==> src/rtl/serial_port_ctrl_pkg.sv <==
// Shared UART address map and controller state encoding.
package serial_port_ctrl_pkg;

    localparam logic [15:0] UART_DATA_ADDR = 16'hBF00;
    localparam logic [15:0] UART_STAT_ADDR = 16'hBF01;

    typedef enum logic [2:0] {
        IDLE    = 3'd0,
        RD_LOW  = 3'd1,
        WR_LOW  = 3'd2,
        WR_TBRE = 3'd3,
        WR_TSRE = 3'd4,
        DONE    = 3'd5
    } uart_state_t;

endpackage

==> src/rtl/serial_port_ctrl_sync2.sv <==
// Two-flop synchronizer for asynchronous UART status lines.
module sync2 (
    input  logic CLK,
    input  logic RST,
    input  logic d,
    output logic q
);

    logic meta;

    // Resample the asynchronous input twice before use
    always_ff @(posedge CLK) begin
        if (RST) begin
            meta <= 1'b0;
            q    <= 1'b0;
        end else begin
            meta <= d;
            q    <= meta;
        end
    end

endmodule

==> src/rtl/serial_port_ctrl.sv <==
// MEM-stage slave for the memory-mapped UART: address decode, strobe
// sequencing on the shared low data byte, and pipeline stall generation.
module serial_port_ctrl
    import serial_port_ctrl_pkg::*;
#(
    parameter logic [15:0] DATA_ADDR = UART_DATA_ADDR,
    parameter logic [15:0] STAT_ADDR = UART_STAT_ADDR,
    parameter int unsigned RD_CYCLES = 2,
    parameter int unsigned WR_CYCLES = 2,
    parameter int unsigned TIMEOUT   = 4095
) (
    input  logic        CLK,
    input  logic        RST,
    input  logic        req_valid,
    input  logic        req_write,
    input  logic [15:0] req_addr,
    input  logic [15:0] req_wdata,
    output logic        stall,
    output logic [15:0] rdata,
    output logic        rdata_valid,
    output logic        ram1_release,
    input  logic [7:0]  bus_din,
    output logic [7:0]  bus_dout,
    output logic        bus_oe,
    output logic        rdn,
    output logic        wrn,
    input  logic        data_ready,
    input  logic        tbre,
    input  logic        tsre
);

    localparam logic [3:0]  RD_LAST = 4'(RD_CYCLES - 1);
    localparam logic [3:0]  WR_HOLD = 4'(WR_CYCLES);
    localparam logic [15:0] TO_LAST = 16'(TIMEOUT - 1);

    uart_state_t state_q, state_d;
    logic [3:0]  cnt_q;
    logic [15:0] wcnt_q;
    logic        is_load_q;
    logic [7:0]  rdata_q;
    logic [7:0]  bus_dout_q;
    logic        data_ready_s, tbre_s, tsre_s;
    logic        hit_d, hit_s, tx_rdy_s;
    logic        unused_wdata_hi;

    assign unused_wdata_hi = ^req_wdata[15:8];

    sync2 u_sync_rx   (.CLK(CLK), .RST(RST), .d(data_ready), .q(data_ready_s));
    sync2 u_sync_tbre (.CLK(CLK), .RST(RST), .d(tbre),       .q(tbre_s));
    sync2 u_sync_tsre (.CLK(CLK), .RST(RST), .d(tsre),       .q(tsre_s));

    assign hit_d    = req_valid && (req_addr == DATA_ADDR);
    assign hit_s    = req_valid && (req_addr == STAT_ADDR);
    assign tx_rdy_s = tbre_s && tsre_s && (state_q == IDLE);

    // State register
    always_ff @(posedge CLK) begin
        if (RST) state_q <= IDLE;
        else     state_q <= state_d;
    end

    // Next-state logic; one wait counter spans both TX-empty waits
    always_comb begin
        state_d = state_q;
        unique case (state_q)
            IDLE:    if (hit_d) state_d = req_write ? WR_LOW : RD_LOW;
            RD_LOW:  if (cnt_q == RD_LAST) state_d = DONE;
            WR_LOW:  if (cnt_q == WR_HOLD) state_d = WR_TBRE;
            WR_TBRE: begin
                if (tbre_s)                 state_d = WR_TSRE;
                else if (wcnt_q >= TO_LAST) state_d = DONE;
            end
            WR_TSRE: if (tsre_s || (wcnt_q >= TO_LAST)) state_d = DONE;
            DONE:    state_d = IDLE;
            default: state_d = IDLE;
        endcase
    end

    // Phase counters, captured load byte and latched store byte
    always_ff @(posedge CLK) begin
        if (RST) begin
            cnt_q      <= '0;
            wcnt_q     <= '0;
            is_load_q  <= 1'b0;
            rdata_q    <= '0;
            bus_dout_q <= '0;
        end else begin
            if ((state_d == state_q) && ((state_q == RD_LOW) || (state_q == WR_LOW)))
                cnt_q <= cnt_q + 4'd1;
            else
                cnt_q <= '0;
            if ((state_q == WR_TBRE) || (state_q == WR_TSRE))
                wcnt_q <= wcnt_q + 16'd1;
            else
                wcnt_q <= '0;
            if ((state_q == IDLE) && hit_d) begin
                is_load_q <= ~req_write;
                if (req_write) bus_dout_q <= req_wdata[7:0];
            end
            if ((state_q == RD_LOW) && (cnt_q == RD_LAST))
                rdata_q <= bus_din;
        end
    end

    // Strobes, bus ownership, stall and read-data outputs
    always_comb begin
        rdn          = 1'b1;
        wrn          = 1'b1;
        bus_oe       = 1'b0;
        ram1_release = 1'b0;
        bus_dout     = bus_dout_q;
        stall        = hit_d && (state_q != DONE);
        rdata        = hit_s ? {14'b0, data_ready_s, tx_rdy_s} : {8'b0, rdata_q};
        rdata_valid  = (hit_s && !req_write) || ((state_q == DONE) && is_load_q);
        unique case (state_q)
            RD_LOW: begin
                rdn          = 1'b0;
                ram1_release = 1'b1;
            end
            WR_LOW: begin
                // cnt 0 is data setup, cnt WR_HOLD is the data hold cycle
                bus_oe       = 1'b1;
                ram1_release = 1'b1;
                wrn          = !((cnt_q != 4'd0) && (cnt_q < WR_HOLD));
            end
            WR_TBRE, WR_TSRE: ram1_release = 1'b1;
            default: ;
        endcase
    end

endmodule

==> config.mk <==
export PLATFORM = sky130hd
export DESIGN_NAME = serial_port_ctrl
export DESIGN_NICKNAME = d
export VERILOG_FILES = /design/src/rtl/serial_port_ctrl_pkg.sv /design/src/rtl/serial_port_ctrl_sync2.sv /design/src/rtl/serial_port_ctrl.sv
export SDC_FILE = /design/constraint.sdc
export NUM_CORES = 1
export LEC_CHECK = 0
export ABC_AREA = 1
export ABC_CLOCK_PERIOD_IN_PS = 2100
export CELL_PAD_IN_SITES_DETAIL_PLACEMENT = 0
export CELL_PAD_IN_SITES_GLOBAL_PLACEMENT = 1
export CORE_UTILIZATION = 32
export CTS_CLUSTER_DIAMETER = 100
export DETAILED_ROUTE_END_ITERATION = 8
export MAX_ROUTING_LAYER = met4
export PLACE_DENSITY = 0.76
export SYNTH_ARGS = -nofsm -noshare
export SYNTH_HDL_FRONTEND = slang
export SYNTH_HIERARCHICAL = 1
export SYNTH_SLANG_ARGS = --single-unit
==> constraint.sdc <==
create_clock -name CLK -period 2.1 [get_ports CLK]
set_input_delay 0.525 -clock CLK [delete_from_list [all_inputs] [get_ports CLK]]
set_output_delay 0.525 -clock CLK [all_outputs]
set_load 0.01 [all_outputs]
## Word-level counts from Yosys, hierarchy flattened

Index checks and enable logic that the tools add are counted.

- Register bits after elaboration: 46
- Input bits: 47
- Output and inout port bits: 30

- $add $sub $neg: 2
- $lt $le $gt $ge: 2
- Eq/ne operators: 11
- Multiplexer cells: 13
- Bitwise logic cells: 3
- Reduce and logical (&&, ||, !) cells: 23

Operators with widths:

| cell | count |
|---|---|
| == test 16 bit, second input constant | 2 |
| 2-to-1 mux 3 bit | 6 |
| adder 16 x 1 -> 16 bit, second input constant | 1 |
| greater-or-equal comparator 16 x 12 -> 1 bit, second input constant | 1 |
| case mux 3 bit (5 select lines) | 1 |
| logical AND 1 bit | 11 |
| 2-to-1 mux 8 bit | 1 |
| == test 3 x 2 -> 1 bit, second input constant | 2 |
| == test 3 bit, second input constant | 2 |
| adder 4 x 1 -> 4 bit, second input constant | 1 |
| == test 4 x 1 -> 1 bit, second input constant | 1 |
| == test 4 x 2 -> 1 bit, second input constant | 1 |
| logical OR 1 bit | 4 |
| less-than comparator 4 x 2 -> 1 bit, second input constant | 1 |
| 2-to-1 mux 1 bit | 4 |
| nonzero test 4 bit | 1 |
| OR reduction 2 bit | 2 |
| OR reduction 4 bit | 1 |
| == test 3 x 1 -> 1 bit, second input constant | 1 |
| == test 3 bit | 1 |
| zero test 3 bit | 1 |
| != test 3 bit, second input constant | 1 |
| inverter 1 bit | 3 |
| zero test 1 bit | 2 |
| other kinds (2) | 2 |

## Depth between registers and ports, before layout

- Depth in word-level cells: 8
- Gate-level depth with buffers: 12
- Gate-level depth less buffers: 12

## Hierarchy

Netlist, hierarchy kept.

By module, submodules not included:

| module | instances | cells an instance | area each (µm²) |
|---|---|---|---|
| serial_port_ctrl | 1 | 293 | 2173.3 |
| sync2 | 3 | 6 | 55.1 |

## Worst setup path after synthesis

Ideal clock, no wire load.

- Path kind: input -> output
- Start point: input req_addr[14]
- End point: output rdata[1]
- Data arrival time: 1.403 ns
- Setup slack: 0.172 ns
- Stages on the path: 7
- Path buffers: 0
- Cells stage by stage: inv_1 > nand2_1 > nor2_1 > nand2_1 > nor2_4 > nand3_2 > mux2_2

- Cells in the longest elaborated chain, start to end: 3

RTL lines:

| element | line | RTL |
|---|---|---|
| start, declared | serial_port_ctrl.sv:16 | `input logic [15:0] req_addr,` |
| == test 16 bit | serial_port_ctrl.sv:53 | `assign hit_s = req_valid && (req_addr == STAT_ADDR);` |
| logical AND 1 bit | serial_port_ctrl.sv:53 |  |
| 2-to-1 mux 8 bit | serial_port_ctrl.sv:113 | `rdata = hit_s ? {14'b0, data_ready_s, tx_rdy_s} : {8'b0, rdata_q};` |
| end, declared | serial_port_ctrl.sv:19 | `output logic [15:0] rdata,` |

Every way passes these cells.

## Worst setup path after layout

- Start point: input req_addr[14]
- End point: output rdata[0]

Same word-level chain as after synthesis.

==> implementation parameters <==
Parameter                              Value

Setup path
  Critical path arrival ... 1.64 ns
  Startpoint type of the worst setup path ... primary input
  Slack of the worst reg-to-reg path ... 0.46 ns
  Worst Setup Path Type ... primary input to output pin
  Critical Path Sink Type ... output pin
  Worst EP required ... 1.57 ns
  Worst-case reg-to-reg path depth ... 12
  Largest driver fanout on the critical path ... 5

Clock tree
  Worst-case clock buffer depth ... 2
  Number of CTS-inserted buffers ... 5
  Number of clock sinks seen by CTS ... 46
  Clk_lat worst skew ... 0.29 ns
  Clock transition at the registers of the reported paths ... 0.08 ns
  Root buffer cell ... sky130_fd_sc_hd__clkbuf_8
  Clock tree from TritonCTS ... done
  H-Tree Depth ... 2
  Hold buffer count at cts ... 0

Placed design
  Place WS ... -0.8177 ns
  RePlAce Congestion ... 0.8117
  Instance area at placement ... 3146 um2
  DP Wirelength ... 3909 um
  Number of I/O port buffers ... 60
  Total placed cells including tap cells ... 482

Layout
  Fraction of the core area covered by cells at the end of the flow ... 0.4816
  Antenna diode instance count ... 0
  Finished layout cell area ... 3344 um2
  Commonest cells after routing, fill and taps aside ... sky130_fd_sc_hd__nor2_1, sky130_fd_sc_hd__dfxtp_1, sky130_fd_sc_hd__nand2_1, sky130_fd_sc_hd__clkdlybuf4s50_1, sky130_fd_sc_hd__inv_1
  Area growth from synthesis to final layout ... 43.02%
  Commonest non-fill, non-tap cell in the layout ... sky130_fd_sc_hd__nor2_1
  Layout cell share with drive strength beyond 1 ... 0.3075
  Final nets ... 452
  Final Non-Filler Cells ... 496

STA
  Slew Limit Fails ... 0
  Fin Hold WS ... 0.4131 ns
  Period utilisation layout ... 1.029
  Unrepaired setup endpoints after global routing ... yes
  Final Hold Vio Count ... 0
  Setup Total Neg Slack ... -0.09986 ns
  Period minus WS final ... 2.160 ns
  Final setup margin ... -0.06040 ns
  Worst clock skew ... 0.004625 ns
  Peak Freq ... 462.9 MHz
  Setup Viol. Count Final ... 2

GRT
  Overall Global Routing Usage ... 0.1446
  Maximum number of pins on one net before global-route repair ... 15
  Number of antenna violations at the first check in global routing ... 0
  Via count of the first global-routing pass ... 1957
  Global-route wire length before repair ... 8480 um
  Total congestion overflow after global routing ... 0

Synthesis
  Post-synthesis async set-or-reset flop share ... 0
  Avg Synthesized Cell Area ... 7.519 um2
  Yosys cell types ... 38
  Netlist area before placement ... 2338 um2
  Count of state elements after synthesis ... 46
  Syn Inst Count ... 311
  Sequential-to-total area share from yosys stat ... 0.3938
  Most common flop cell mapped by yosys ... sky130_fd_sc_hd__dfxtp_1
  Number of enable flip-flop cells after synthesis ... 0
  Yosys synthesis warning count ... 6

Routing
  DRT iter0 DRCs ... 81
  Pre-antenna DRT Iters ... 4
  Vias per inst ... 4.264
  Count of unresolved DRC violations after routing ... 0
  Routed length per placed instance ... 10.17 um
  Aggregate routed wire length ... 5044 um
  Number of nets still failing antenna checks after routing ... 0
  Count of vias placed by the detailed router ... 2115

Power
  Total power ... 1.655 mW
  P per Cell Area ... 494.9 nW/um2
  LEAKAGE ... 1.387 nW
  Largest voltage drop on the vdd net ... 0.0003137 V

Outcome
  Run status ... complete, but fails checks
  Violated checks ... negative setup slack

Worst hold path
  Hold Path Stages ... 2
  Hold crit path type ... flip-flop to flip-flop

Run
  Number of maximum-capacitance constraint violations ... 0

Die
  Die H ... 87.49 um
  Starting Density ... 0.3368
  Area of the core region ... 6944 um2
  Width of the die ... 87.49 um
  Die area ... 7654 um2
  Number of rows in the core area ... 30
  I/O pin count ... 77
==> critical path: stages <==
cell                      delay (ns)
sky130_fd_sc_hd__buf_6          0.10
sky130_fd_sc_hd__inv_4          0.04
sky130_fd_sc_hd__nand2_2        0.04
sky130_fd_sc_hd__nor2_1         0.08
sky130_fd_sc_hd__nand2_1        0.09
sky130_fd_sc_hd__nor2_4         0.14
sky130_fd_sc_hd__nand3_4        0.14
sky130_fd_sc_hd__buf_6          0.15
sky130_fd_sc_hd__a31oi_1        0.13
sky130_fd_sc_hd__a21oi_1        0.06
sky130_fd_sc_hd__buf_2          0.14
==> final cells by class <==
cell class / instances / area, um2
clock buffers: 6 / 72.57
clock inverters: 2 / 37.54
fillers: 703 / 3600
inverters: 45 / 176.4
multi-input cells: 217 / 1257
flip-flops and latches: 46 / 928.4
well taps: 96 / 120.1
repair buffers: 84 / 752.0
==> layer usage <==
layer	part of all wire	wire length [um]	global-route usage
met5	0	0	-
met4	0.011	53	0.04471
met3	0.057	288	0.03791
met2	0.46	2320	0.2358
met1	0.47	2383	0.1742
==> power breakdown <==
| group | total (mW) | switching (mW) | internal (mW) |
|---|---|---|---|
| Combinational | 0.129 | 0.0500 | 0.0790 |
| Sequential | 0.877 | 0.00220 | 0.875 |
| Clock | 0.649 | 0.293 | 0.355 |
==> path summary, 6_finish.rpt <==
kind,start,to
setup / recovery,req_addr[14],rdata[0]
hold / removal,u_sync_tsre/meta$_SDFF_PP0_,u_sync_tsre/q$_SDFF_PP0_
hold reg to reg,u_sync_tsre/meta$_SDFF_PP0_,u_sync_tsre/q$_SDFF_PP0_
setup reg to reg,wcnt_q[1]$_SDFF_PP0_,wcnt_q[14]$_SDFF_PP0_
==> sequential cells by signal, summed over array words and instances (netlist names) <==
register	flops
u_sync_tsre/meta	1
cnt_q	4
u_sync_tbre/q	1
bus_dout	8
u_sync_tsre/q	1
u_sync_rx/q	1
rdata_q	8
is_load_q	1
wcnt_q	16
u_sync_tbre/meta	1
state_q	3
u_sync_rx/meta	1
==> cell families (layout without fill, tap and decap cells) <==
family,count (synthesis),after routing,synth area share
AND/OR/NAND/NOR,155,155,0.3403
buffers and inverters,55,137,0.1054
flip-flops,46,46,0.3938
AO/OA/AOI/OAI,41,41,0.09952
adder cells (fa/ha/maj),6,6,0.03210
XOR/XNOR,6,6,0.02248
other,1,8,0.001604
multiplexers,1,1,0.004815
==> timing repair <==
item / CTS / global route
pin swaps: 19 / 8
setup endpoints to repair: 14 / 12
resized for setup: 121 / 24
setup buffers: 6 / 0
==> synth_stat cells, types with 2 or more instances <==
master | number | area share
sky130_fd_sc_hd__ha_1 | 6 | 0.032
sky130_fd_sc_hd__xnor2_1 | 3 | 0.011
sky130_fd_sc_hd__xor2_1 | 3 | 0.011
sky130_fd_sc_hd__nor3_1 | 2 | 0.0043
sky130_fd_sc_hd__a21oi_2 | 3 | 0.011
sky130_fd_sc_hd__nand2_1 | 46 | 0.074
sky130_fd_sc_hd__nor2_2 | 5 | 0.013
sky130_fd_sc_hd__nand3b_1 | 2 | 0.0064
sky130_fd_sc_hd__inv_2 | 10 | 0.016
sky130_fd_sc_hd__nor2_1 | 63 | 0.10
sky130_fd_sc_hd__nor3_2 | 2 | 0.0086
sky130_fd_sc_hd__o21ai_0 | 17 | 0.036
sky130_fd_sc_hd__nand2_2 | 2 | 0.0053
sky130_fd_sc_hd__nand3_1 | 9 | 0.019
sky130_fd_sc_hd__nand3_4 | 2 | 0.015
sky130_fd_sc_hd__nor2_4 | 9 | 0.043
sky130_fd_sc_hd__nand4_1 | 6 | 0.016
sky130_fd_sc_hd__nand3_2 | 3 | 0.013
sky130_fd_sc_hd__buf_4 | 8 | 0.026
sky130_fd_sc_hd__a21oi_1 | 9 | 0.019
sky130_fd_sc_hd__a31oi_1 | 2 | 0.0053
sky130_fd_sc_hd__o21ai_1 | 5 | 0.011
sky130_fd_sc_hd__inv_1 | 34 | 0.055
sky130_fd_sc_hd__dfxtp_1 | 46 | 0.39
(Power assumes the default switching activity.)
